## config.mk

```make
export PLATFORM = sky130hd
export DESIGN_NAME = operand_fetch_stage
export DESIGN_NICKNAME = d
export VERILOG_FILES = /design/src/rtl/operand_fetch_stage_pkg.sv /design/src/rtl/regfile_1r1w_bypass.sv /design/src/rtl/operand_fetch_stage.sv
export SDC_FILE = /design/constraint.sdc
export NUM_CORES = 1
export LEC_CHECK = 0
export CORE_AREA = 2 2 103 80
export DETAILED_ROUTE_END_ITERATION = 8
export DIE_AREA = 0 0 105 82
export PLACE_DENSITY = 0.82
export SYNTH_ARGS = -nofsm -noshare
export SYNTH_HDL_FRONTEND = slang
export SYNTH_SLANG_ARGS = --single-unit
export TNS_END_PERCENT = 50
```

## constraint.sdc

```tcl
create_clock -name clk -period 2.5 [get_ports clk]
set_input_delay 0.625 -clock clk [delete_from_list [all_inputs] [get_ports clk]]
set_output_delay 0.625 -clock clk [all_outputs]
set_load 0.01 [all_outputs]
```

## src/rtl/operand_fetch_stage_pkg.sv

```systemverilog
// rtl/operand_fetch_stage_pkg.sv - shared widths and fetch-to-execute bundle
package operand_fetch_stage_pkg;
  localparam int DATA_W  = 8;
  localparam int ADDR_W  = 3;
  localparam int SHAMT_W = 3;
  localparam int NREGS   = 1 << ADDR_W;

  typedef struct packed {
    logic [DATA_W-1:0]  read_data;
    logic [SHAMT_W-1:0] shamt;
    logic [ADDR_W-1:0]  dest_reg;
    logic               dest_wr_en;
  } fx_bundle_t;
endpackage

```

## src/rtl/regfile_1r1w_bypass.sv

```systemverilog
// rtl/regfile_1r1w_bypass.sv - 8x8 register file, async read, sync write, write-to-read bypass
module regfile_1r1w_bypass
  import operand_fetch_stage_pkg::*;
(
  input  logic              clk,
  input  logic              rst_n,
  input  logic              wr_en,
  input  logic [ADDR_W-1:0] wr_addr,
  input  logic [DATA_W-1:0] wr_data,
  input  logic [ADDR_W-1:0] rd_addr,
  output logic [DATA_W-1:0] rd_data
);
  logic [DATA_W-1:0] regs_q [NREGS];
  logic [DATA_W-1:0] regs_d [NREGS];

  always_comb begin
    regs_d = regs_q;
    if (wr_en) regs_d[wr_addr] = wr_data;
  end

  always_ff @(posedge clk or negedge rst_n) begin
    if (!rst_n) begin
      for (int i = 0; i < NREGS; i++) regs_q[i] <= '0;
    end else begin
      regs_q <= regs_d;
    end
  end

  // Same-cycle writeback is forwarded so a reader never sees the stale value.
  assign rd_data = (wr_en && (wr_addr == rd_addr)) ? wr_data : regs_q[rd_addr];
endmodule

```

## src/rtl/operand_fetch_stage.sv

```systemverilog
// rtl/operand_fetch_stage.sv - operand fetch with RAW scoreboard and valid/ready output register
module operand_fetch_stage
  import operand_fetch_stage_pkg::*;
(
  input  logic               clk,
  input  logic               rst_n,
  input  logic               InValid,
  output logic               InReady,
  input  logic [ADDR_W-1:0]  SrcReg,
  input  logic [SHAMT_W-1:0] ShamtIn,
  input  logic [ADDR_W-1:0]  DstReg,
  input  logic               DstWrEn,
  input  logic               RegWrite,
  input  logic [ADDR_W-1:0]  WbAddr,
  input  logic [DATA_W-1:0]  WbData,
  output logic               OutValid,
  input  logic               OutReady,
  output logic [DATA_W-1:0]  ReadData,
  output logic [SHAMT_W-1:0] Shamt,
  output logic [ADDR_W-1:0]  DestReg,
  output logic               DestWrEn
);
  logic [NREGS-1:0]  pending_q, pending_d;
  logic              out_valid_q, out_valid_d;
  fx_bundle_t        out_q, out_d;
  logic [DATA_W-1:0] operand;
  logic              wb_hits_src, hazard, slot_free, accept;

  regfile_1r1w_bypass u_regfile (
    .clk     (clk),
    .rst_n   (rst_n),
    .wr_en   (RegWrite),
    .wr_addr (WbAddr),
    .wr_data (WbData),
    .rd_addr (SrcReg),
    .rd_data (operand)
  );

  always_comb begin
    wb_hits_src = RegWrite && (WbAddr == SrcReg);
    hazard      = pending_q[SrcReg] && !wb_hits_src;
    slot_free   = !out_valid_q || OutReady;
    InReady     = slot_free && !hazard;
    accept      = InValid && InReady;
  end

  always_comb begin
    pending_d = pending_q;
    if (RegWrite) pending_d[WbAddr] = 1'b0;
    // Applied after the clear so a new writer supersedes a retiring one.
    if (accept && DstWrEn) pending_d[DstReg] = 1'b1;
  end

  always_comb begin
    out_d       = out_q;
    out_valid_d = out_valid_q;
    if (accept) begin
      out_d.read_data  = operand;
      out_d.shamt      = ShamtIn;
      out_d.dest_reg   = DstReg;
      out_d.dest_wr_en = DstWrEn;
      out_valid_d      = 1'b1;
    end else if (OutReady) begin
      out_valid_d = 1'b0;
    end
  end

  always_ff @(posedge clk or negedge rst_n) begin
    if (!rst_n) begin
      pending_q   <= '0;
      out_valid_q <= 1'b0;
      out_q       <= '0;
    end else begin
      pending_q   <= pending_d;
      out_valid_q <= out_valid_d;
      out_q       <= out_d;
    end
  end

  assign OutValid = out_valid_q;
  assign ReadData = out_q.read_data;
  assign Shamt    = out_q.shamt;
  assign DestReg  = out_q.dest_reg;
  assign DestWrEn = out_q.dest_wr_en;
endmodule

```

== Word-level counts from Yosys, hierarchy flattened ==
Cells that the tools add are included.
W data, S select, Z words.
Cells by class
  $lt $le $gt $ge: 8
  equality and inequality tests: 1
  muxes and demuxes: 17
  bitwise logic cells: 5
  reduce and logical (&&, ||, !) cells: 13
Operators with widths (count)
  $bwmux W64: 1
  $mux W8: 6
  $bmux W8 S3: 1
  $demux W8 S3: 1
  $lt A3 B4 Y1 const B: 3
  $and A8 B8 Y8: 1
  $ge A4 B4 Y1 const B: 2
  $logic_and A1 B1 Y1: 8
  $not A3 Y4: 2
  $not A8 Y8: 1
  $or A8 B8 Y8: 1
  $demux W1 S3: 2
  $ge A3 B1 Y1 const B: 2
  $mux W1: 5
  $lt A4 B1 Y1 const B: 1
  $bmux W1 S3: 1
  $eq A3 B3 Y1: 1
  $logic_not A1 Y1: 3
  $reduce_bool A2 Y1: 1
  $logic_or A1 B1 Y1: 1
Storage, ports and cells
  bits in registers: 88
  input bits: 26
  output and inout port bits: 17
  word-level logic and storage cells: 58

== Depth between registers and ports, before layout ==
Gate-level depths: netlist (run 1).
  depth after elaboration: 9
  gate-level depth with buffers: 7
  gate-level depth less buffers: 4

== By module ==
Synthesis (run 1) repeated with hierarchy kept, for this count alone.
Second synthesis, totals
  cells, all modules: 267
  area total of the unflattened synthesis: 4196.5 µm²
Modules (own cells, without submodules)
  regfile_1r1w_bypass: instances 1, cells each 183, area each 3088.0 µm², sequential area each 1601.5 µm²
  operand_fetch_stage: instances 1, cells each 84, area each 1108.6 µm², sequential area each 600.6 µm²

== Least setup slack after synthesis (run 1) ==
No wires, ideal clock.
  path kind: in2reg
  from: input port SrcReg[1]
  to: register out_q, in the netlist ReadData[0]
  setup time: 125 ps
  arrival time: 2221 ps
  data required time: 2375 ps
  slack: 155 ps
  cell stages on the path: 6
  path buffers: 2
  cells stage by stage: buf_2 > clkbuf_1 > mux4_2 > mux2_2 > mux2_2 > mux2_2
Between the ends
  longest elaborated chain between the ends: 7
  elaborated cells on any way between the ends: 14
  classes of those cells: eq/ne (1); mux (6); bitwise (1); reduce/logical (6)
RTL lines
  start: declaration: line operand_fetch_stage.sv:9  | input logic [ADDR_W-1:0] SrcReg,
  branches (longest 7 deep; another with $bmux W8 S3)
  end signal: assignment: line operand_fetch_stage.sv:76  | out_q <= out_d;
  end: declaration: line operand_fetch_stage.sv:25  | fx_bundle_t out_q, out_d;
Parallel ways; which one is timed is not known. The select of a mux whose other input is x is not followed.
A chain may end at the register's enable or synchronous reset.

== Worst setup path in the final report (run 1) ==
  from: input port SrcReg[1]
  to: register out_q, in the netlist Shamt[1]
Between the ends
  longest elaborated chain between the ends: 7
  elaborated cells on any way between the ends: 9
  classes of those cells: eq/ne (1); mux (2); reduce/logical (6)
RTL lines
  branches (longest 3 deep; another with $bmux W1 S3)
  $logic_and A1 B1 Y1 (*): line operand_fetch_stage.sv:41  | hazard = pending_q[SrcReg] && !wb_hits_src;
  $logic_not A1 Y1 (*): line operand_fetch_stage.sv:43  | InReady = slot_free && !hazard;
  $logic_and A1 B1 Y1 (*): line operand_fetch_stage.sv:43
  $logic_and A1 B1 Y1 (*): line operand_fetch_stage.sv:44  | accept = InValid && InReady;
Every way passes the cells marked *. The select of a mux whose other input is x is not followed.

==> out/results.ini, run 1 <==
[yosys]
synth_edf_count = 0
yosysMostFrequentCell = mux2_2
ys_top_cells_by_count = mux2_2 (90), dfrtp_1 (88), mux4_1 (12), a32o_1 (8)
yosysUniqueCellTypes = 28
ys.flop_type = dfrtp_1
yosys.area.top_type_share_pct = 53.43
syn_area_per_cell_sq_um = 16.04
yosysSeqAreaShare_pct = 53.43
ys_ff_latch = 88
synth.largest_area_cell = dfrtp_1
ys.warnings.count = 0
synthesis.nets = 283
synth_area_sq_um = 4121
synthCells = 257
synth.area.top_cells = dfrtp_1 (53%), mux2_2 (25%), mux4_1 (7.7%)
async_flop_share_pct = 100.0

[min_path]
hold_class = in -> async

[floorplan]
rows = 28
pin_count = 43
start_util_pct = 53.96
die_h_microns = 82
core_sq_um = 7637
die_area_sq_um = 8610
die_w_microns = 105

[worst_setup_path]
required_ns = 2.75
r2r_slack_ns = 0.15
path_class = in -> reg
arrival_ns = 2.70
end_kind = flip-flop
worstPathMaxFanout = 15
crit_path_start_kind = primary input

[power]
powerDensity_nw_per_um2 = 799.6
p_leak_nw = 2.239
peakVddDrop_mv = 0.4862

[grt]
grt_overflow = 0
grt_pass1_vias = 2769
grt_first_pass_wirelength_microns = 14390
antenna_found_initial = 0
track_usage_pct = 22.87
grt_max_degree = 54

[layout]
design_area_sq_um = 5145
nNetsFinal = 364
fin_util_pct = 67.37
drive_above_1_share_pct = 48.40
stdcell_count = 448
antenna_cells = 0
area_growth_pct = 24.83

[timing]
fin_skew_ns = 0.004786
finalHoldViolations = 0
fin_crit_sh_pct = 98.03
fmax_mhz = 408.0
worstMarginPinSlew_ns = 0.4640
relSlewSlack_pct = 69.07
timing.hold.ws_ns = 0.2105
slew_violations = 0
setup_violations = 0
rsz0062_at_grt = false
post-route-min-period_ns = 2.451

[routing]
wl_met1_microns = 4001
num_vias = 2564
drcViolationCount = 0
top_layer = met4
drt_iter0_drc = 103
wl_met2_microns = 4626
wl_per_cell_microns = 20.46
viasPerCell = 5.723
drt-pass1-iter-count = 4
ant_nets = 0
met3_length_microns = 342
wl_microns = 9164

[outcome]
status = finished clean

[flow_run]
cap_violations = 0

[placement]
place.gp.congestion = 0.8731
dpl_cell_area_sq_um = 4861
place_inst = 425
io_buffer_count = 42
dp_hpwl_microns = 6219

[clocking]
cts_tree = built
clk_path_buf_depth = 2
path_clk_slew_ns = 0.08
clock-sinks = 88
ctsHoldBuffers = 0
clockRootBuffer = clkbuf_8
cts_made_buffers = 9
clkLatencyLatePin_ns = 0.36
htree_levels = 3

[critical path, stage by stage]
cell and delay [ns]:
dlygate4sd2_1 0.34, mux4_2 0.25, nor2_1 0.06, buf_4 0.12
buf_4 0.12, buf_4 0.12, buf_4 0.12, buf_4 0.13
o311a_4 0.33, buf_12 0.17, mux2_1 0.33
[cell usage in the layout, fill, tap and decap left out, drive strengths merged, types with 2 or more instances in the layout]
master / count
mux2: 95
nor2b: 6
nand2: 2
buf: 44
clkinv: 3
and2: 4
bufinv: 2
inv: 7
xnor2: 3
nand4: 2
clkdlybuf4s50: 34
mux4: 18
nand3: 3
dfrtp: 88
a32o: 8
nor2: 3
clkbuf: 9
dlygate4sd2: 4
[cell type report]
class	count	area, sq um
tap	105	131.4
timing repair buffer	83	745.7
clock inverter	7	95.09
clock buffer	9	123.9
inverter	6	22.52
multi-input combinational	150	1824
fill	543	2492
sequential	88	2202
[stage by stage]
step                      power, mW  worst slack (ns)  TNS, ns
final                         4.114           0.04922        0
after global routing          4.317           0.01133        0
after CTS                     4.144           0.02940        0
after detailed placement      3.049           -0.7580   -11.71
after global placement        2.978           -0.7310   -9.935
after floorplan               2.568            0.1547        0
[path summary, 6_finish.rpt]
path / from / end / depth (start not counted)
max: SrcReg[1] / Shamt[1] / 11
min: rst_n / u_regfile.regs_q[51] / 1
max reg2reg: pending_q[1] / Shamt[1] / 10
min reg2reg: Shamt[0] / Shamt[0] / 1
max in group asynchronous: rst_n / u_regfile.regs_q[28] / 2
min in group clk: Shamt[0] / Shamt[0] / 1
[layer usage]
layer	vias up	global-route usage [%]
met3	22	4.762
met2	61	39.35
met4	0	9.733
met5	-	0
li1	1138	-
met1	1343	28.78
[flip-flops by register name, indices dropped and copies added, names as in the netlist]
register / cells
Shamt: 3
OutValid: 1
pending_q: 8
DestWrEn: 1
u_regfile.regs_q: 64
ReadData: 8
DestReg: 3
[cells by family after synthesis]
group / count (synthesis) / share of synthesized area [%]
and+or+nand+nor: 23 / 3.552
xor gates and xnor gates: 3 / 0.6376
buffers and inverters: 19 / 2.732
DFF: 88 / 53.43
AOI/OAI and AO/OA: 11 / 2.581
muxes: 113 / 37.07
[timing repair]
action / 4_1_cts / 5_1_grt
pin swaps: 2 / 1
resized for setup: 18 / 2
buffers inserted: 6 / 1
gates cloned: 0 / 0
endpoints found under the setup margin: 16 / 9
[power by group]
group / switching (mW) / leakage [nW] / internal (mW) / total (mW)
clock: 0.512 / 0.110 / 0.564 / 1.08
sequential: 0.180 / 1.06 / 1.77 / 1.95
combinational: 0.372 / 1.07 / 0.713 / 1.08
Power figures use the tool's default switching activity.
==> run 2, diff against run 1 <==
ABC_CLOCK_PERIOD_IN_PS = 2500   (was default)
CORE_AREA = 2 2 100 78   (was 2 2 103 80)
CTS_BUF_LIST = sky130_fd_sc_hd__clkbuf_2 sky130_fd_sc_hd__clkbuf_4 sky130_fd_sc_hd__clkbuf_8   (was default)
DIE_AREA = 0 0 102 80   (was 0 0 105 82)
PLACE_DENSITY = 0.86   (was 0.82)
==> out/results.ini, run 2 (synthesis gave the netlist of run 1 again) <==
[timing]
fin_crit_sh_pct = 98.40  ; +0.37 points
fin_skew_ns = 0.01169  ; +0.006903 ns
post-route-min-period_ns = 2.460  ; +0.009212 ns
worstMarginPinSlew_ns = 0.5013  ; +0.03736 ns
fmax_mhz = 406.5  ; -0.37%
slew_violations = 0  ; unchanged
setup_violations = 0  ; unchanged
relSlewSlack_pct = 66.58  ; -2.5 points
finalHoldViolations = 0  ; unchanged

[clocking]
clkLatencyLatePin_ns = 0.37  ; about the same
htree_levels = 3  ; unchanged
path_clk_slew_ns = 0.10  ; +0.02 ns
clk_path_buf_depth = 2  ; unchanged
clock-sinks = 88  ; unchanged
clockRootBuffer = clkbuf_8
ctsHoldBuffers = 0  ; unchanged
cts_made_buffers = 9  ; unchanged
cts_tree = built

[routing]
wl_met1_microns = 3878  ; -3.1%
wl_met2_microns = 4298  ; -7.1%
met3_length_microns = 632  ; +85%
ant_nets = 0  ; unchanged
num_vias = 2527  ; -1.4%
drcViolationCount = 0  ; unchanged
drt_iter0_drc = 124  ; +20%
wl_microns = 8871  ; -3.2%
viasPerCell = 5.796  ; +1.3%
wl_per_cell_microns = 20.35  ; -0.53%
drt-pass1-iter-count = 4  ; unchanged
top_layer = met4

[outcome]
status = finished clean

[grt]
grt_overflow = 0  ; unchanged
grt_pass1_vias = 2651  ; -4.3%
track_usage_pct = 24.48  ; +1.6 points
grt_max_degree = 53  ; -1.9%
grt_first_pass_wirelength_microns = 14300  ; -0.58%
antenna_found_initial = 0  ; unchanged

[floorplan]
rows = 27  ; -3.6%
core_sq_um = 7162  ; -6.2%
die_h_microns = 80  ; -2.4%
start_util_pct = 57.55  ; +3.6 points
die_w_microns = 102  ; -2.9%
die_area_sq_um = 8160  ; -5.2%
pin_count = 43  ; unchanged

[layout]
stdcell_count = 436  ; -2.7%
top_register = u_regfile.regs_q
drive_above_1_share_pct = 48.36  ; about the same
largest_register_ffs = 64  ; unchanged
mostFrequentLayoutCell = mux2_2
antenna_cells = 0  ; unchanged
nNetsFinal = 356  ; -2.2%
final.fill_count = 498  ; -8.3%
area_growth_pct = 23.50
final_cell_mix = mux2_2 (90), dfrtp_1 (88), clkdlybuf4s50_1 (34)
design_area_sq_um = 5090  ; -1.1%

[worst_setup_path]
arrival_ns = 1.83  ; -0.87 ns
rr_endpoint = DestWrEn
required_ns = 1.88  ; -0.87 ns
end_kind = output port
worstPathMaxFanout = 2  ; -13
path_class = in -> out
reg2reg_depth = 5  ; -5
r2r_slack_ns = 0.57  ; +0.42 ns
r2r_start = pending_q[5]
crit_path_start_kind = primary input

[placement]
io_buffer_count = 42  ; unchanged
dpl_cell_area_sq_um = 4866  ; +0.10%
dp_hpwl_microns = 6131  ; -1.4%
place_inst = 419  ; -1.4%
place.gp.congestion = 0.7808  ; -11%

[min_path]
hold_class = in -> async

[flow_run]
cap_violations = 0  ; unchanged

[power]
p_leak_nw = 2.197  ; -1.9%
powerDensity_nw_per_um2 = 784.1  ; -1.9%
peakVddDrop_mv = 0.5368  ; +10%

-- run 2: cell count changes in the layout (fill, tap and decap cells not counted), sizes merged --
cell           previous run  this run
clkinvlp                  1         0
dlymetal6s2s              1         0
clkbuf                    9        10
bufinv                    2         0
clkdlybuf4s15             0         2
inv                       7        11
clkinv                    3         2
buf                      44        34
-- run 2: metrics by stage --
step | hold WS (ns) | utilization [%] | setup TNS, ns | setup slack [ns] | power, mW
after floorplan | 0.3294 | - | 0 | 0.1547 | 2.568
after global placement | 0.4674 | 67.94 | -7.828 | -0.7278 | 2.977
after detailed placement | 0.4770 | 67.94 | -9.101 | -0.8047 | 3.046
after CTS | 0.2308 | 70.86 | 0 | 0.03758 | 4.017
after global routing | 0.2209 | 71.07 | -0.005215 | -0.005215 | 4.206
final | 0.2030 | 71.07 | 0 | 0.04000 | 3.991
-- run 2: critical path: stages --
cell,delay (ns)
clkdlybuf4s50_1,0.44
and4_1,0.24
o31a_1,0.31
clkdlybuf4s15_2,0.23
-- run 2: power by group --
group,switching (mW),internal [mW],total (mW),leakage [nW]
Combinational,0.363,0.703,1.07,1.03
Sequential,0.183,1.77,1.96,1.06
Clock,0.577,0.392,0.969,0.100
Total,1.12,2.87,3.99,2.20
-- run 2: layout make-up --
type,count,area [sq um],area share (%)
sequential,88,2202,43.26
multi-input combinational,150,1832,35.99
timing repair buffer,75,714.4,14.04
tap,101,126.4,2.483
clock buffer,9,123.9,2.434
clock inverter,7,68.82,1.352
inverter,6,22.52,0.4425
-- run 2: worst max-delay path by stage --
stage              start  slack (ns)     endpoint  cells past startpoint
2_1_floorplan  SrcReg[1]        0.15  ReadData[0]                      6
3_3_place_gp   SrcReg[0]       -0.73      InReady                      5
3_5_place_dp   SrcReg[0]       -0.80      InReady                      5
4_1_cts        SrcReg[0]        0.04      InReady                      5
5_1_grt        SrcReg[0]      -0.005      InReady                      5
6_report        RegWrite        0.04      InReady                      4
-- run 2: layer usage --
metal	GRT usage, %	vias up
met5	0	-
met1	34.50	1320
met3	7.793	6
li1	-	1125
met2	37.89	76
met4	4.933	0
-- run 2: timing repair --
| item | 4_1_cts | 5_1_grt |
|---|---|---|
| resized for setup | 23 | 2 |
| endpoints found under the setup margin | 14 | 1 |
| pin swaps | 0 | 1 |
| setup buffers | 0 | 1 |
==> run 3, diff against run 2 <==
--- a/config.mk
+++ b/config.mk
@@ -12,2 +12,3 @@
 export DIE_AREA = 0 0 102 80
+export MAX_ROUTING_LAYER = met4
 export PLACE_DENSITY = 0.86
--- a/constraint.sdc
+++ b/constraint.sdc
@@ -3,2 +3,2 @@
 set_output_delay 0.625 -clock clk [all_outputs]
-set_load 0.01 [all_outputs]
+set_load 0.1 [all_outputs]
==> out/results.ini, run 3 (synthesis gave the netlist of run 1 again) <==
[outcome]
status = finished clean

[timing]
post-route-min-period_ns = 2.451  ; -0.009330 ns
timing.hold.ws_ns = 0.1131  ; -0.08993 ns
fmax_mhz = 408.1  ; +0.38%
fin_crit_sh_pct = 98.03  ; -0.37 points
setup_ws_ns = 0.04933  ; +0.009330 ns
slew_violations = 0  ; unchanged
relSlewSlack_pct = 74.30  ; +7.7 points
fin_skew_ns = 0.005309  ; -0.006380 ns
finalHoldViolations = 0  ; unchanged
rsz0062_at_grt = false
worstMarginPinSlew_ns = 0.3855  ; -0.1159 ns
setup_violations = 0  ; unchanged

[power]
swShare_pct = 38.41  ; +10 points
internal-power_mw = 2.827  ; -1.5%
powerDensity_nw_per_um2 = 912.2  ; +16%
power_frac_seq_pct = 42.9  ; -6.1 points
peakVddDrop_mv = 0.7138  ; +33%
p_sw_mw = 1.763  ; +57%
p_leak_nw = 2.201  ; +0.18%
p_total_mw = 4.589  ; +15%
share_clk_of_total_power_pct = 18.4  ; -5.9 points
power_frac_comb_pct = 38.6  ; +12 points

[flow_run]
cap_violations = 0  ; unchanged

[routing]
drcViolationCount = 0  ; unchanged
ant_nets = 0  ; unchanged
drt-pass1-iter-count = 4  ; unchanged
wl_met1_microns = 3775  ; -2.7%
met3_length_microns = 450  ; -29%
top_layer = met4
wl_met2_microns = 4575  ; +6.4%
drt_iter0_drc = 132  ; +6.5%
wl_per_cell_microns = 20.58  ; +1.1%
viasPerCell = 5.842  ; +0.79%
wl_microns = 8973  ; +1.1%
num_vias = 2547  ; +0.79%

[worst_setup_path]
path_delay_family = multiplexers
crit_path_max_incr_delay_ns = 0.54  ; +0.10 ns
arrival_ns = 1.83  ; about the same
r2r_start = pending_q[1]
crit_path_start_kind = primary input
worstPathMaxFanout = 5  ; +3
crit_buf_inv = 3  ; +1
required_ns = 1.88  ; about the same
crit_start = SrcReg[0]
end_kind = output port
path_class = in -> out
cp_cell_sequence = buf_2, buf_6, mux4_2, nor2_4, o31a_4, buf_12
crit_slowest_cell = mux4_2

[layout]
antenna_cells = 0  ; unchanged
top_register = u_regfile.regs_q
stdcell_count = 436  ; unchanged
area_growth_pct = 22.07
drive_above_1_share_pct = 53.43  ; +5.1 points
mostFrequentLayoutCell = mux2_2
final.fill_count = 495  ; -0.60%
multi_input_area_sq_um = 1852  ; +1.1%
largest_register_ffs = 64  ; unchanged
ff_latch_area_sq_um = 2202  ; unchanged
nNetsFinal = 357  ; +0.28%
final_cell_mix = mux2_2 (90), dfrtp_1 (88), buf_4 (47)

[placement]
io_buffer_count = 42  ; unchanged
place.gp.congestion = 0.8049  ; +3.1%
pre_cts_slack_ns = -0.4248  ; +0.3798 ns
place_inst = 419  ; unchanged
dp_hpwl_microns = 6132  ; about the same

[grt]
grt_overflow = 0  ; unchanged
grt_first_pass_wirelength_microns = 14530  ; +1.6%
grt_max_degree = 75  ; +42%
antenna_found_initial = 0  ; unchanged
grt_pass1_vias = 2749  ; +3.7%
track_usage_pct = 25.11  ; +0.63 points

[min_path]
hold_class = in -> async

[floorplan]
start_util_pct = 57.55  ; unchanged
pin_count = 43  ; unchanged
core_sq_um = 7162  ; unchanged
die_h_microns = 80  ; unchanged
die_w_microns = 102  ; unchanged
rows = 27  ; unchanged
die_area_sq_um = 8160  ; unchanged

[clocking]
cts_tree = built
clock-sinks = 88  ; unchanged
clkLatencyLatePin_ns = 0.36  ; about the same
clockRootBuffer = clkbuf_8
cts_made_buffers = 9  ; unchanged
htree_levels = 3  ; unchanged
path_clk_slew_ns = 0.08  ; -0.02 ns
clk_path_buf_depth = 2  ; unchanged

-- run 3: changes by cell type in the layout (fill, tap and decap cells not counted), moves of 2 or more --
cell,before,now
buf_4,29,47
inv_8,3,0
clkinv_2,0,3
inv_6,2,0
clkinv_4,2,0
xnor2_2,3,1
clkdlybuf4s50_1,34,18
-- run 3: routing by layer --
layer	global-route usage (%)	vias to the layer above
met2	40.07	68
li1	-	1123
met5	-	-
met3	7.531	23
met1	30.61	1333
met4	9.200	0
-- run 3: repair_timing --
item / CTS / global route
hold buffers: 0 / 0
setup buffers: 2 / 0
endpoints found under the setup margin: 11 / 0
gates resized for setup: 23 / 0
-- run 3: metrics by stage --
stage	instance area, sq um	setup TNS (ns)	util [%]
finish	5031	0	70.25
global route	5031	0	70.25
CTS	5031	0	70.25
detailed placement	4820	-8.190	67.30
global placement	4820	-7.133	67.30
floorplan	4130	0	-
-- run 3: final cells by class --
cell class / count / area share (%)
timing repair buffer: 76 / 13.26
clock buffer: 11 / 2.761
sequential: 88 / 43.77
inverter: 6 / 0.4476
multi-input combinational: 150 / 36.81
clock inverter: 4 / 0.4476
tap: 101 / 2.512
-- run 3: final timing paths --
path	end	slack (ns)	cells past startpoint
max in group asynchronous	DestWrEn	1.76	2
hold reg to reg	Shamt[1]	0.50	1
hold / removal	u_regfile.regs_q[60]	0.11	1
setup / recovery	InReady	0.05	6
setup reg to reg	DestWrEn	0.41	6
min in group clk	Shamt[1]	0.50	1
-- run 3: power by group through the flow --
stage	clock network (mW)	registers (mW)	logic, mW
after floorplan	0	2.65	0.632
after global placement	0	1.96	1.71
after detailed placement	0	1.99	1.76
after CTS	0.878	1.97	1.78
after global routing	0.936	2.01	1.86
final	0.846	1.97	1.77
